$ cat src/rtl/pixelbox_ddr_pkg.sv
// Shared definitions for the pixelbox DDR read path.
//   sched_state_t  : read-burst scheduler FSM states
//   DDR_BEAT_BYTES : bytes carried by one 256-bit DDR beat
//   min_len()      : length of the next burst given the beats still to fetch
package pixelbox_ddr_pkg;

    typedef enum logic [1:0] {
        ST_IDLE  = 2'd0,
        ST_CHECK = 2'd1,
        ST_REQ   = 2'd2,
        ST_DRAIN = 2'd3
    } sched_state_t;

    localparam int DDR_BEAT_BYTES = 32;

    function automatic int unsigned min_len(input int unsigned max_len,
                                            input int unsigned remain);
        return (remain < max_len) ? remain : max_len;
    endfunction

endpackage

$ cat src/rtl/rd_burst_sched_if.sv
// DDR read-port bundle between the burst scheduler and the DDR user port.
//   rd_req_valid/rd_req_ready : request handshake
//   rd_req_addr/rd_req_len    : burst start byte address and beat count
//   rd_data_valid             : one returned beat (also the FIFO write enable)
// master = scheduler side, slave = DDR port side.
interface rd_burst_sched_if #(
    parameter int ADDR_WIDTH = 28,
    parameter int LEN_WIDTH  = 7
);
    logic                  rd_req_valid;
    logic                  rd_req_ready;
    logic [ADDR_WIDTH-1:0] rd_req_addr;
    logic [LEN_WIDTH-1:0]  rd_req_len;
    logic                  rd_data_valid;

    modport master (
        output rd_req_valid, rd_req_addr, rd_req_len,
        input  rd_req_ready, rd_data_valid
    );

    modport slave (
        input  rd_req_valid, rd_req_addr, rd_req_len,
        output rd_req_ready, rd_data_valid
    );
endinterface

$ cat src/rtl/beat_credit_cnt.sv
// Outstanding-beat counter for the read scheduler.
//   add_en/add_len : accepted request adds its beat count
//   dec_en         : one returned beat
//   count          : registered outstanding beats
//   count_next     : value count takes at the next edge
//   underflow      : a beat arrived with nothing outstanding (count held at 0)
module beat_credit_cnt #(
    parameter int CNT_WIDTH = 10,
    parameter int LEN_WIDTH = 7
) (
    input  logic                 clk,
    input  logic                 rst,
    input  logic                 add_en,
    input  logic [LEN_WIDTH-1:0] add_len,
    input  logic                 dec_en,
    output logic [CNT_WIDTH-1:0] count,
    output logic [CNT_WIDTH-1:0] count_next,
    output logic                 underflow
);
    logic [CNT_WIDTH-1:0] sum;

    // An add and a beat in the same cycle net to +len-1; the add is applied
    // first so a beat arriving with a fresh request never counts as underflow.
    always_comb begin
        sum = count;
        if (add_en) sum = sum + CNT_WIDTH'(add_len);
        underflow = 1'b0;
        if (dec_en) begin
            if (sum == '0) underflow = 1'b1;
            else           sum = sum - 1'b1;
        end
    end

    assign count_next = sum;

    always_ff @(posedge clk or posedge rst) begin
        if (rst) count <= '0;
        else     count <= sum;
    end
endmodule

$ cat src/rtl/rd_burst_sched.sv
// Read-side burst scheduler for the DDR-to-video path. Walks one frame of
// linear DDR addresses per frame_start and issues a burst only when the read
// FIFO can absorb that burst plus every beat already in flight.
//   clk, rst            : DDR user clock, async active-high reset
//   frame_start         : one-cycle pulse, (re)starts a frame at FRAME_BASE
//   fifo_wr_water_level : FIFO write-side fill level
//   fifo_wr_full        : FIFO full flag
//   rd_bus (master)     : read request handshake and returned-beat strobe
//   busy                : FSM not idle
//   frame_done          : one-cycle pulse after the last beat of a frame
//   ovf_err             : sticky; beat into a full FIFO or with nothing owed
module rd_burst_sched
    import pixelbox_ddr_pkg::*;
#(
    parameter int                    ADDR_WIDTH       = 28,
    parameter int                    BEAT_BYTES       = DDR_BEAT_BYTES,
    parameter int                    BURST_LEN        = 16,
    parameter int                    LEN_WIDTH        = 7,
    parameter int                    FIFO_DEPTH_WIDTH = 9,
    parameter int                    FRAME_BEATS      = 61440,
    parameter logic [ADDR_WIDTH-1:0] FRAME_BASE       = '0
) (
    input  logic                      clk,
    input  logic                      rst,
    input  logic                      frame_start,
    input  logic [FIFO_DEPTH_WIDTH:0] fifo_wr_water_level,
    input  logic                      fifo_wr_full,
    rd_burst_sched_if.master          rd_bus,
    output logic                      busy,
    output logic                      frame_done,
    output logic                      ovf_err
);
    localparam int REMAIN_W   = $clog2(FRAME_BEATS + 1);
    localparam int CNT_W      = FIFO_DEPTH_WIDTH + 1;
    localparam int SUM_W      = FIFO_DEPTH_WIDTH + 2;
    localparam int FIFO_WORDS = 1 << FIFO_DEPTH_WIDTH;

    sched_state_t          state;
    logic [ADDR_WIDTH-1:0] addr;
    logic [REMAIN_W-1:0]   remain;
    logic                  restart_pend;
    logic                  restart;
    logic [CNT_W-1:0]      outstanding;
    logic [CNT_W-1:0]      cnt_next;
    logic                  underflow;
    logic                  req_accept;
    logic [LEN_WIDTH-1:0]  len_calc;
    logic [SUM_W-1:0]      space_sum;
    logic                  space_ok;
    logic [ADDR_WIDTH-1:0] step;
    logic [REMAIN_W-1:0]   req_len_rem;

    assign len_calc = LEN_WIDTH'(min_len(unsigned'(BURST_LEN), 32'(remain)));

    // Two extra bits keep level + outstanding + len from wrapping.
    assign space_sum = SUM_W'(fifo_wr_water_level) + SUM_W'(outstanding) + SUM_W'(len_calc);
    assign space_ok  = (space_sum <= SUM_W'(FIFO_WORDS));

    assign req_accept  = rd_bus.rd_req_valid && rd_bus.rd_req_ready;
    assign step        = ADDR_WIDTH'(32'(rd_bus.rd_req_len) * 32'(BEAT_BYTES));
    assign req_len_rem = REMAIN_W'(rd_bus.rd_req_len);

    // A frame_start arriving this very cycle counts the same as one latched earlier.
    assign restart = restart_pend | frame_start;
    assign busy    = (state != ST_IDLE);

    beat_credit_cnt #(
        .CNT_WIDTH (CNT_W),
        .LEN_WIDTH (LEN_WIDTH)
    ) u_credit (
        .clk        (clk),
        .rst        (rst),
        .add_en     (req_accept),
        .add_len    (rd_bus.rd_req_len),
        .dec_en     (rd_bus.rd_data_valid),
        .count      (outstanding),
        .count_next (cnt_next),
        .underflow  (underflow)
    );

    always_ff @(posedge clk or posedge rst) begin
        if (rst) begin
            state               <= ST_IDLE;
            addr                <= '0;
            remain              <= '0;
            restart_pend        <= 1'b0;
            frame_done          <= 1'b0;
            rd_bus.rd_req_valid <= 1'b0;
            rd_bus.rd_req_addr  <= FRAME_BASE;
            rd_bus.rd_req_len   <= '0;
        end else begin
            frame_done <= 1'b0;
            case (state)
                ST_IDLE: begin
                    if (frame_start) begin
                        addr   <= FRAME_BASE;
                        remain <= REMAIN_W'(FRAME_BEATS);
                        state  <= ST_CHECK;
                    end
                end
                ST_CHECK: begin
                    if (restart) begin
                        state <= ST_DRAIN;
                    end else if (space_ok) begin
                        rd_bus.rd_req_addr  <= addr;
                        rd_bus.rd_req_len   <= len_calc;
                        rd_bus.rd_req_valid <= 1'b1;
                        state               <= ST_REQ;
                    end
                end
                ST_REQ: begin
                    // Valid is never withdrawn; a restart only takes effect after the accept.
                    if (rd_bus.rd_req_ready) begin
                        rd_bus.rd_req_valid <= 1'b0;
                        addr                <= addr + step;
                        remain              <= remain - req_len_rem;
                        state <= (restart || remain == req_len_rem) ? ST_DRAIN : ST_CHECK;
                    end
                end
                ST_DRAIN: begin
                    // Looking at the next count lets frame_done follow the last beat by one cycle.
                    if (cnt_next == '0) begin
                        frame_done <= 1'b1;
                        if (restart) begin
                            addr   <= FRAME_BASE;
                            remain <= REMAIN_W'(FRAME_BEATS);
                            state  <= ST_CHECK;
                        end else begin
                            state <= ST_IDLE;
                        end
                    end
                end
                default: state <= ST_IDLE;
            endcase

            if (state == ST_DRAIN && cnt_next == '0) restart_pend <= 1'b0;
            else if (frame_start && state != ST_IDLE) restart_pend <= 1'b1;
        end
    end

    always_ff @(posedge clk or posedge rst) begin
        if (rst) ovf_err <= 1'b0;
        else if ((rd_bus.rd_data_valid && fifo_wr_full) || underflow) ovf_err <= 1'b1;
    end
endmodule
$ cat src/flat_wrapper.sv
// flat-port wrapper written by rule: the top's interface ports become plain ports
module rd_burst_sched_flat import pixelbox_ddr_pkg::*;
#(
    parameter int                    ADDR_WIDTH       = 28,
    parameter int                    BEAT_BYTES       = DDR_BEAT_BYTES,
    parameter int                    BURST_LEN        = 16,
    parameter int                    LEN_WIDTH        = 7,
    parameter int                    FIFO_DEPTH_WIDTH = 9,
    parameter int                    FRAME_BEATS      = 61440,
    parameter logic [ADDR_WIDTH-1:0] FRAME_BASE       = '0
)
  (clk, rst, frame_start, fifo_wr_water_level, fifo_wr_full, busy, frame_done, ovf_err, rd_bus_rd_req_valid, rd_bus_rd_req_addr, rd_bus_rd_req_len, rd_bus_rd_req_ready, rd_bus_rd_data_valid);
  rd_burst_sched_if #(.ADDR_WIDTH(ADDR_WIDTH), .LEN_WIDTH(LEN_WIDTH)) rd_bus_i ();
  input  logic clk;
  input  logic rst;
  input  logic frame_start;
  input  logic [FIFO_DEPTH_WIDTH:0] fifo_wr_water_level;
  input  logic fifo_wr_full;
  output logic busy;
  output logic frame_done;
  output logic ovf_err;
  output wire logic [$bits(rd_bus_i.rd_req_valid)-1:0] rd_bus_rd_req_valid;
  output wire logic [$bits(rd_bus_i.rd_req_addr)-1:0] rd_bus_rd_req_addr;
  output wire logic [$bits(rd_bus_i.rd_req_len)-1:0] rd_bus_rd_req_len;
  input wire logic [$bits(rd_bus_i.rd_req_ready)-1:0] rd_bus_rd_req_ready;
  input wire logic [$bits(rd_bus_i.rd_data_valid)-1:0] rd_bus_rd_data_valid;
  assign rd_bus_rd_req_valid = rd_bus_i.rd_req_valid;
  assign rd_bus_rd_req_addr = rd_bus_i.rd_req_addr;
  assign rd_bus_rd_req_len = rd_bus_i.rd_req_len;
  assign rd_bus_i.rd_req_ready = rd_bus_rd_req_ready;
  assign rd_bus_i.rd_data_valid = rd_bus_rd_data_valid;
  rd_burst_sched #(.ADDR_WIDTH(ADDR_WIDTH), .BEAT_BYTES(BEAT_BYTES), .BURST_LEN(BURST_LEN), .LEN_WIDTH(LEN_WIDTH), .FIFO_DEPTH_WIDTH(FIFO_DEPTH_WIDTH), .FRAME_BEATS(FRAME_BEATS), .FRAME_BASE(FRAME_BASE)) u_core (.clk(clk), .rst(rst), .frame_start(frame_start), .fifo_wr_water_level(fifo_wr_water_level), .fifo_wr_full(fifo_wr_full), .rd_bus(rd_bus_i), .busy(busy), .frame_done(frame_done), .ovf_err(ovf_err));
endmodule
$ cat config.mk
export PLATFORM = sky130hd
export DESIGN_NAME = rd_burst_sched_flat
export DESIGN_NICKNAME = d
export VERILOG_FILES = /design/src/rtl/pixelbox_ddr_pkg.sv /design/src/rtl/rd_burst_sched_if.sv /design/src/rtl/beat_credit_cnt.sv /design/src/rtl/rd_burst_sched.sv /design/src/flat_wrapper.sv
export SDC_FILE = /design/constraint.sdc
export NUM_CORES = 1
export LEC_CHECK = 0
export ABC_AREA = 1
export CAP_MARGIN = 30
export CORE_MARGIN = 1.5
export CORE_UTILIZATION = 40
export CTS_CLUSTER_DIAMETER = 30
export DETAILED_ROUTE_END_ITERATION = 8
export HOLD_SLACK_MARGIN = 0.03
export MAX_ROUTING_LAYER = met4
export SYNTH_ARGS = -nofsm -noshare
export SYNTH_HDL_FRONTEND = slang
export SYNTH_HIERARCHICAL = 1
export SYNTH_SLANG_ARGS = --single-unit
$ cat constraint.sdc
create_clock -name clk -period 5.2 [get_ports clk]
set_input_delay 1.56 -clock clk [delete_from_list [all_inputs] [get_ports clk]]
set_output_delay 1.56 -clock clk [all_outputs]
set_load 0.01 [all_outputs]
==> impl_metrics.py, run 1 <==
metrics = {
    "detailed_routing": {
        "vias_per_cell": 4.946,
        "drtPass1Iterations": 5,
        "via_count": 5777,
        "drt_wl_total_mm": 15.59,
        "drtIter0Drc": 453,
        "ant_nets": 0,
        "wl_per_cell_um": 13.35,
        "drc_errors": 0,
    },
    "synth": {
        "seq_area_frac_synth": 0.3329,
        "synthCells": 897,
        "ys_async_sr_fraction": 1.000,
        "ys_ff_latch": 85,
        "synthFlopType": "dfrtp_1",
        "synth_edf_count": 0,
        "syn_area_per_cell_um2": 7.122,
        "yosysUniqueCellTypes": 46,
        "yosys_warnings": 6,
        "synthesis.area_mm2": 0.006389,
    },
    "clock_network": {
        "clk_pin_slew_ns": 0.06,
        "cts.sinks": 85,
        "cts-root-buf": "clkbuf_16",
        "cts.htree.levels": 3,
        "cts_setup_buffers": 0,
        "cts_buffer_depth": 2,
        "cts_buffers": 9,
        "clock_latency_ns": 0.35,
        "cts_tree": "yes",
        "ctsResizeCount": 0,
        "cts_hold_buf": 0,
    },
    "global_routing": {
        "grt_pass1_wl_mm": 26.53,
        "grt_max_degree": 50,
        "grt_pass1_vias": 5375,
        "antenna_found_initial": 0,
        "grt.overflow.total": 0,
        "grt.total_usage": 0.2067,
    },
    "timing": {
        "slew_viol_final": 0,
        "min_period_ns": 4.692,
        "tightest_slew_ns": 0.9062,
        "slew-limit-headroom": 0.3959,
        "skew_ns": 0.007161,
        "setup-tns-final_ns": 0,
        "rsz0062_at_grt": "false",
        "hold_violations": 0,
        "fmax_mhz": 213.1,
        "min_period_over_period": 0.9022,
        "setup-violations-final": 0,
    },
    "worst_setup_path": {
        "worstSetupPathType": "in -> reg",
        "critical_path_peak_fanout": 14,
        "critPathLaunch": "rd_bus_rd_req_ready",
        "startpoint_type": "primary input",
        "cp_data_arrival_time_ns": 4.95,
        "reg2reg_from": "u_core/remain[9]",
        "required_ns": 5.46,
        "crit_path_end_kind": "flop",
    },
    "status": {
        "status": "finished clean",
    },
    "finish": {
        "final_core_util": 0.4705,
        "diodes": 0,
        "area_delta_synth_final_pct": 16.14,
        "drive_gt1_frac": 0.07773,
        "layout_commonest_cell": "nand2_1",
        "final_cell_mix": "nand2_1, inv_1, nand3_1, dfrtp_1, nor2_1",
        "nets": 1009,
    },
    "power_and_ir_drop": {
        "p_per_area_mw_per_mm2": 458.4,
        "irDropWorstVdd_v": 0.0002185,
        "cellLeakagePower_nw": 3.709,
        "fin_total_pwr_w": 0.003401,
    },
    "floorplan": {
        "core_mm2": 0.01577,
        "die_w_um": 129.4,
        "dieHeight_um": 129.4,
        "start_util": 0.4051,
        "dieArea_mm2": 0.01674,
        "core.rowCount": 46,
        "io_pins": 55,
    },
    "worst_hold_path": {
        "worstHoldStart": "u_core/rd_bus.rd_req_addr[15]",
        "hold_path.class": "reg -> reg",
    },
    "placement": {
        "gp_congestion": 0.8477,
        "dp_hpwl_mm": 11.98,
        "port_buffers": 49,
    },
    "job": {
        "drv_cap": 0,
    },
}
power breakdown:
| group | switching [W] | internal (W) |
|---|---|---|
| Sequential | 0.000125 | 0.000768 |
| Combinational | 0.00113 | 0.000644 |
| Clock | 0.000274 | 0.000463 |
final cells by class:
| class | instances | area (um^2) |
|---|---|---|
| Timing Repair Buffer | 58 | 570.5 |
| Clock buffer | 12 | 266.5 |
| Multi-Input combinational cell | 657 | 3596 |
| Inverter | 136 | 511.7 |
| Clock inverter | 4 | 77.57 |
| Tap cell | 216 | 270.3 |
| Sequential cell | 85 | 2127 |
| Fill cell | 1646 | 8351 |
cell usage after synthesis, types with 2 or more instances:
library cell	count	area, um^2
nand2_1	242	908.4
inv_1	133	499.2
nand3_1	92	460.4
dfrtp_1	85	2127
nor2_1	76	285.3
o21ai_0	44	220.2
ha_1	35	437.9
a21oi_1	24	120.1
nand4_1	22	137.6
nand2_2	13	81.33
fa_1	11	220.2
buf_2	7	35.03
buf_6	7	78.83
nand3b_1	7	52.55
nor3_1	7	35.03
o21ai_1	7	35.03
o21ai_2	7	61.31
or2_2	7	43.79
xor2_1	7	61.31
buf_4	6	45.04
clkbuf_1	5	18.77
o22ai_1	5	31.28
a31oi_1	4	25.02
nor2_2	4	25.02
xnor2_1	4	35.03
inv_2	3	11.26
nand3_2	3	30.03
nor2_4	3	33.78
nor4_1	3	18.77
a21boi_0	2	15.01
a21o_1	2	15.01
and3b_1	2	17.52
nand2_4	2	22.52
o21a_1	2	15.01
o21a_2	2	17.52
o21bai_1	2	15.01
critical path: stages:
cell             delay [ns]
clkdlybuf4s50_1        0.47
nand2_1                0.10
inv_1                  0.10
buf_4                  0.19
or2_2                  0.34
nand2_4                0.11
nand3_4                0.09
nor2_4                 0.17
nand2_4                0.14
nor2_1                 0.19
nor2_1                 0.08
nor2_1                 0.10
nand2_1                0.09
nor2_1                 0.11
nor2_1                 0.07
nor2_2                 0.13
nand2_2                0.09
nor2_4                 0.18
buf_4                  0.24
buf_4                  0.18
nand4_1                0.09
o21ai_0                0.12
per-stage QoR:
stage	hold slack [ns]	std cells	setup WS [ns]	cell area (um^2)
6_report	0.4685	1168	0.5084	7420
3_5_place_dp	0.4586	1152	0.1305	7076
5_1_grt	0.4933	1168	0.1939	7420
3_3_place_gp	0.4545	1152	0.2461	7076
2_1_floorplan	0.4517	903	1.228	6411
4_1_cts	0.4751	1168	0.4931	7420
per-layer routing:
metal	global-route usage	part of all wire
met5	-	0
met4	0.06345	0.016
met3	0.02890	0.034
met2	0.3107	0.44
met1	0.2887	0.51
cells by family (layout without fill, tap and decap cells):
kind of cell / count (synthesis) / count (layout) / share of synthesized area
flops: 85 / 85 / 0.3329
other cells: 1 / 7 / 0.0005870
compound gates: 108 / 108 / 0.09969
fa+ha+maj: 46 / 46 / 0.1030
simple gates: 485 / 485 / 0.3410
xor+xnor: 11 / 11 / 0.01508
buf+inv: 161 / 210 / 0.1077
path summary, 6_finish.rpt:
path / end / slack, ns / depth (start not counted)
max in group asynchronous: u_core/rd_bus.rd_req_addr[25] / 2.60 / 3
min in group asynchronous: u_core/u_credit/count[1] / 1.57 / 2
hold / removal: u_core/rd_bus.rd_req_addr[15] / 0.47 / 2
setup reg to reg: u_core/rd_bus.rd_req_addr[24] / 1.15 / 25
setup / recovery: u_core/addr[23] / 0.51 / 22
hold reg to reg: u_core/rd_bus.rd_req_addr[15] / 0.47 / 2
flip-flops by register name, summed over array words and instances, names as in the netlist:
register and count:
u_core/state 2, u_core/restart_pend 1, u_core/rd_bus.rd_req_len 7, u_core/frame_done 1
u_core/ovf_err 1, u_core/rd_bus.rd_req_addr 23, u_core/remain 16, u_core/rd_bus.rd_req_valid 1
u_core/addr 23, u_core/u_credit/count 10
Note: power is estimated with default switching activity, not from simulation.
==> run 2: changes to the inputs <==
--- a/config.mk
+++ b/config.mk
@@ -7,12 +7,11 @@
 export LEC_CHECK = 0
 export ABC_AREA = 1
 export CAP_MARGIN = 30
-export CORE_MARGIN = 1.5
+export CORE_MARGIN = 4
 export CORE_UTILIZATION = 40
 export CTS_CLUSTER_DIAMETER = 30
 export DETAILED_ROUTE_END_ITERATION = 8
 export HOLD_SLACK_MARGIN = 0.03
-export MAX_ROUTING_LAYER = met4
 export SYNTH_ARGS = -nofsm -noshare
 export SYNTH_HDL_FRONTEND = slang
 export SYNTH_HIERARCHICAL = 1
==> run 2 against run 1 <==
Effect of this change: non-clock buffer count grew 1; largest power group unchanged; critical endpoint is now u_core/addr[16]; sequential power is essentially flat; clock skew is essentially flat; global-route usage shrank 2.9 points; sequential cell count is the same.
==> impl_metrics.py, run 2 (synthesis results as in run 1) <==
metrics = {
    "global_routing": {
        "grt_pass1_vias": 5265,
        "met1_usage": 0.2664,
        "grt_max_degree": 48,
        "grt_pass1_wl_mm": 26.32,
        "grt.total_usage": 0.1782,
        "met2_usage": 0.2668,
        "antenna_found_initial": 0,
        "grt.overflow.total": 0,
        "grtUsageMet3": 0.03863,
        "busiest_layer": "met2",
    },
    "power_and_ir_drop": {
        "cellLeakagePower_nw": 3.674,
        "p_sw_w": 0.001503,
        "sw_frac_of_total": 0.4620,
        "irDropWorstVdd_v": 0.0002234,
        "p_per_area_mw_per_mm2": 443.2,
        "clockPowerShare": 0.186,
        "sequentialPowerShare": 0.274,
        "p_int_w": 0.001751,
        "p_comb_frac": 0.540,
    },
    "floorplan": {
        "io_pins": 55,
        "start_util": 0.4141,
        "core.rowCount": 45,
        "dieArea_mm2": 0.01806,
        "core_mm2": 0.01543,
        "die_w_um": 134.4,
        "dieHeight_um": 134.4,
    },
    "finish": {
        "reg_top3": "u_core/addr x23, u_core/rd_bus.rd_req_addr x23, u_core/remain x16",
        "nets": 1010,
        "final.fill_count": 1591,
        "multi_input_area_mm2": 0.003596,
        "layout_commonest_cell": "nand2_1",
        "diodes": 0,
        "drive_gt1_frac": 0.07765,
        "seq_area_mm2": 0.002127,
        "area_delta_synth_final_pct": 14.92,
        "final_core_util": 0.4759,
        "final_cell_mix": "nand2_1, inv_1, nand3_1, dfrtp_1, nor2_1",
    },
    "timing": {
        "setup-violations-final": 0,
        "setup-tns-final_ns": 0,
        "skew_ns": 0.006694,
        "fmax_mhz": 212.3,
        "min_period_over_period": 0.9056,
        "hold_violations": 0,
        "slew_viol_final": 0,
        "min_period_ns": 4.709,
        "rsz0062_at_grt": "false",
        "slew-limit-headroom": 0.4595,
        "tightest_slew_ns": 0.8099,
    },
    "clock_network": {
        "cts.htree.levels": 3,
        "cts.sinks": 85,
        "cts-root-buf": "clkbuf_16",
        "cts_tree": "yes",
        "cts_buffers": 9,
        "cts_setup_buffers": 0,
        "ctsResizeCount": 0,
        "clk_pin_slew_ns": 0.06,
        "cts_hold_buf": 0,
        "cts_buffer_depth": 2,
        "clock_latency_ns": 0.34,
    },
    "detailed_routing": {
        "drt_wl_total_mm": 15.55,
        "via_count": 5752,
        "drtPass1Iterations": 5,
        "ant_nets": 0,
        "wl_per_cell_um": 13.36,
        "drtIter0Drc": 466,
        "vias_per_cell": 4.942,
        "drc_errors": 0,
    },
    "worst_setup_path": {
        "startpoint_type": "primary input",
        "crit_slowest_cell": "clkdlybuf4s50_1",
        "worstSetupPathType": "in -> reg",
        "crit_path_end_kind": "flop",
        "required_ns": 5.43,
        "crit_top_cell": "nor2_1",
        "cp_data_arrival_time_ns": 4.94,
        "critPathMaxStageDelay_ns": 0.46,
        "critical_path_peak_fanout": 22,
        "crit_chain": "clkdlybuf4s50_1 > nand2_1 > inv_1 > buf_4 > or2_2 > nand2_4 > nand3_4 > nor2_4 > nand2_4 > nor2_1 > nor2_1 > nor2_1 > nand2_1 > nor2_1 > nor2_1 > nor2_2 > nand2_2 > nor2_4 > buf_4 > nand3_1 > o21ai_0 > a21oi_1",
    },
    "placement": {
        "gp_congestion": 0.8676,
        "port_buffers": 49,
        "dp_hpwl_mm": 12.14,
    },
    "worst_hold_path": {
        "hold_path.class": "reg -> reg",
    },
    "status": {
        "status": "finished clean",
    },
    "job": {
        "drv_cap": 0,
    },
}
## run 2: cell count changes in the layout (fill, tap and decap cells not counted), sizes merged
cell,delta
clkbuf,-1
clkinvlp,+1
clkinv,+2
bufinv,-2
buf,+1
## run 2: through the flow
step                setup slack [ns]  std cells  total power, W  hold slack, ns  cell area [um^2]
detailed placement            0.1333       1148        0.002653          0.4659              7064
global route                 0.09818       1164        0.003572          0.5016              7342
floorplan                      1.228        903        0.002227          0.4517              6411
global placement              0.2303       1148        0.002652          0.4609              7064
finish                        0.4907       1164        0.003254          0.4720              7342
CTS                           0.4869       1164        0.003283          0.4809              7342
## run 2: cell type report
| type | count | share of cell area |
|---|---|---|
| timing repair buffer | 59 | 0.07703 |
| multi-input combinational | 657 | 0.4898 |
| clock buffer | 11 | 0.03306 |
| sequential | 85 | 0.2897 |
| clock inverter | 5 | 0.004772 |
| inverter | 136 | 0.06970 |
| tap | 211 | 0.03596 |
## run 2: critical path, delay by kind of cell
family	cells	cell delay, ns
AOI/OAI and AO/OA	2	0.23
buffers and inverters	4	1.02
and+or+nand+nor	16	2.11
## run 2: metal layers
metal / share of wire / routed length, um / vias up
li1: - / - / 2985
met1: 0.50 / 7810 / 2646
met2: 0.44 / 6865 / 109
met3: 0.047 / 729 / 12
met4: 0.0095 / 147 / 0
met5: 0 / 0 / -
## run 2: path summary, 6_finish.rpt
kind                                               start                             to  slack (ns)  depth (start not counted)
max                                  rd_bus_rd_req_ready                u_core/addr[16]        0.49                         22
min reg2reg                u_core/rd_bus.rd_req_addr[18]  u_core/rd_bus.rd_req_addr[18]        0.47                          2
min in group asynchronous                            rst       u_core/u_credit/count[3]        1.56                          2
max reg2reg                             u_core/remain[9]  u_core/rd_bus.rd_req_addr[24]        1.13                         25
max in group asynchronous                            rst                u_core/addr[22]        2.88                          3
min                        u_core/rd_bus.rd_req_addr[18]  u_core/rd_bus.rd_req_addr[18]        0.47                          2
## run 2: power groups by stage
| stage | Combinational (W) | Sequential, W | Clock, W |
|---|---|---|---|
| finish | 0.00176 | 0.000892 | 0.000605 |
| detailed placement | 0.00175 | 0.000906 | 0 |
| global placement | 0.00175 | 0.000907 | 0 |
| floorplan | 0.00135 | 0.000873 | 0 |
| CTS | 0.00176 | 0.000894 | 0.000627 |
| global route | 0.00200 | 0.000911 | 0.000657 |
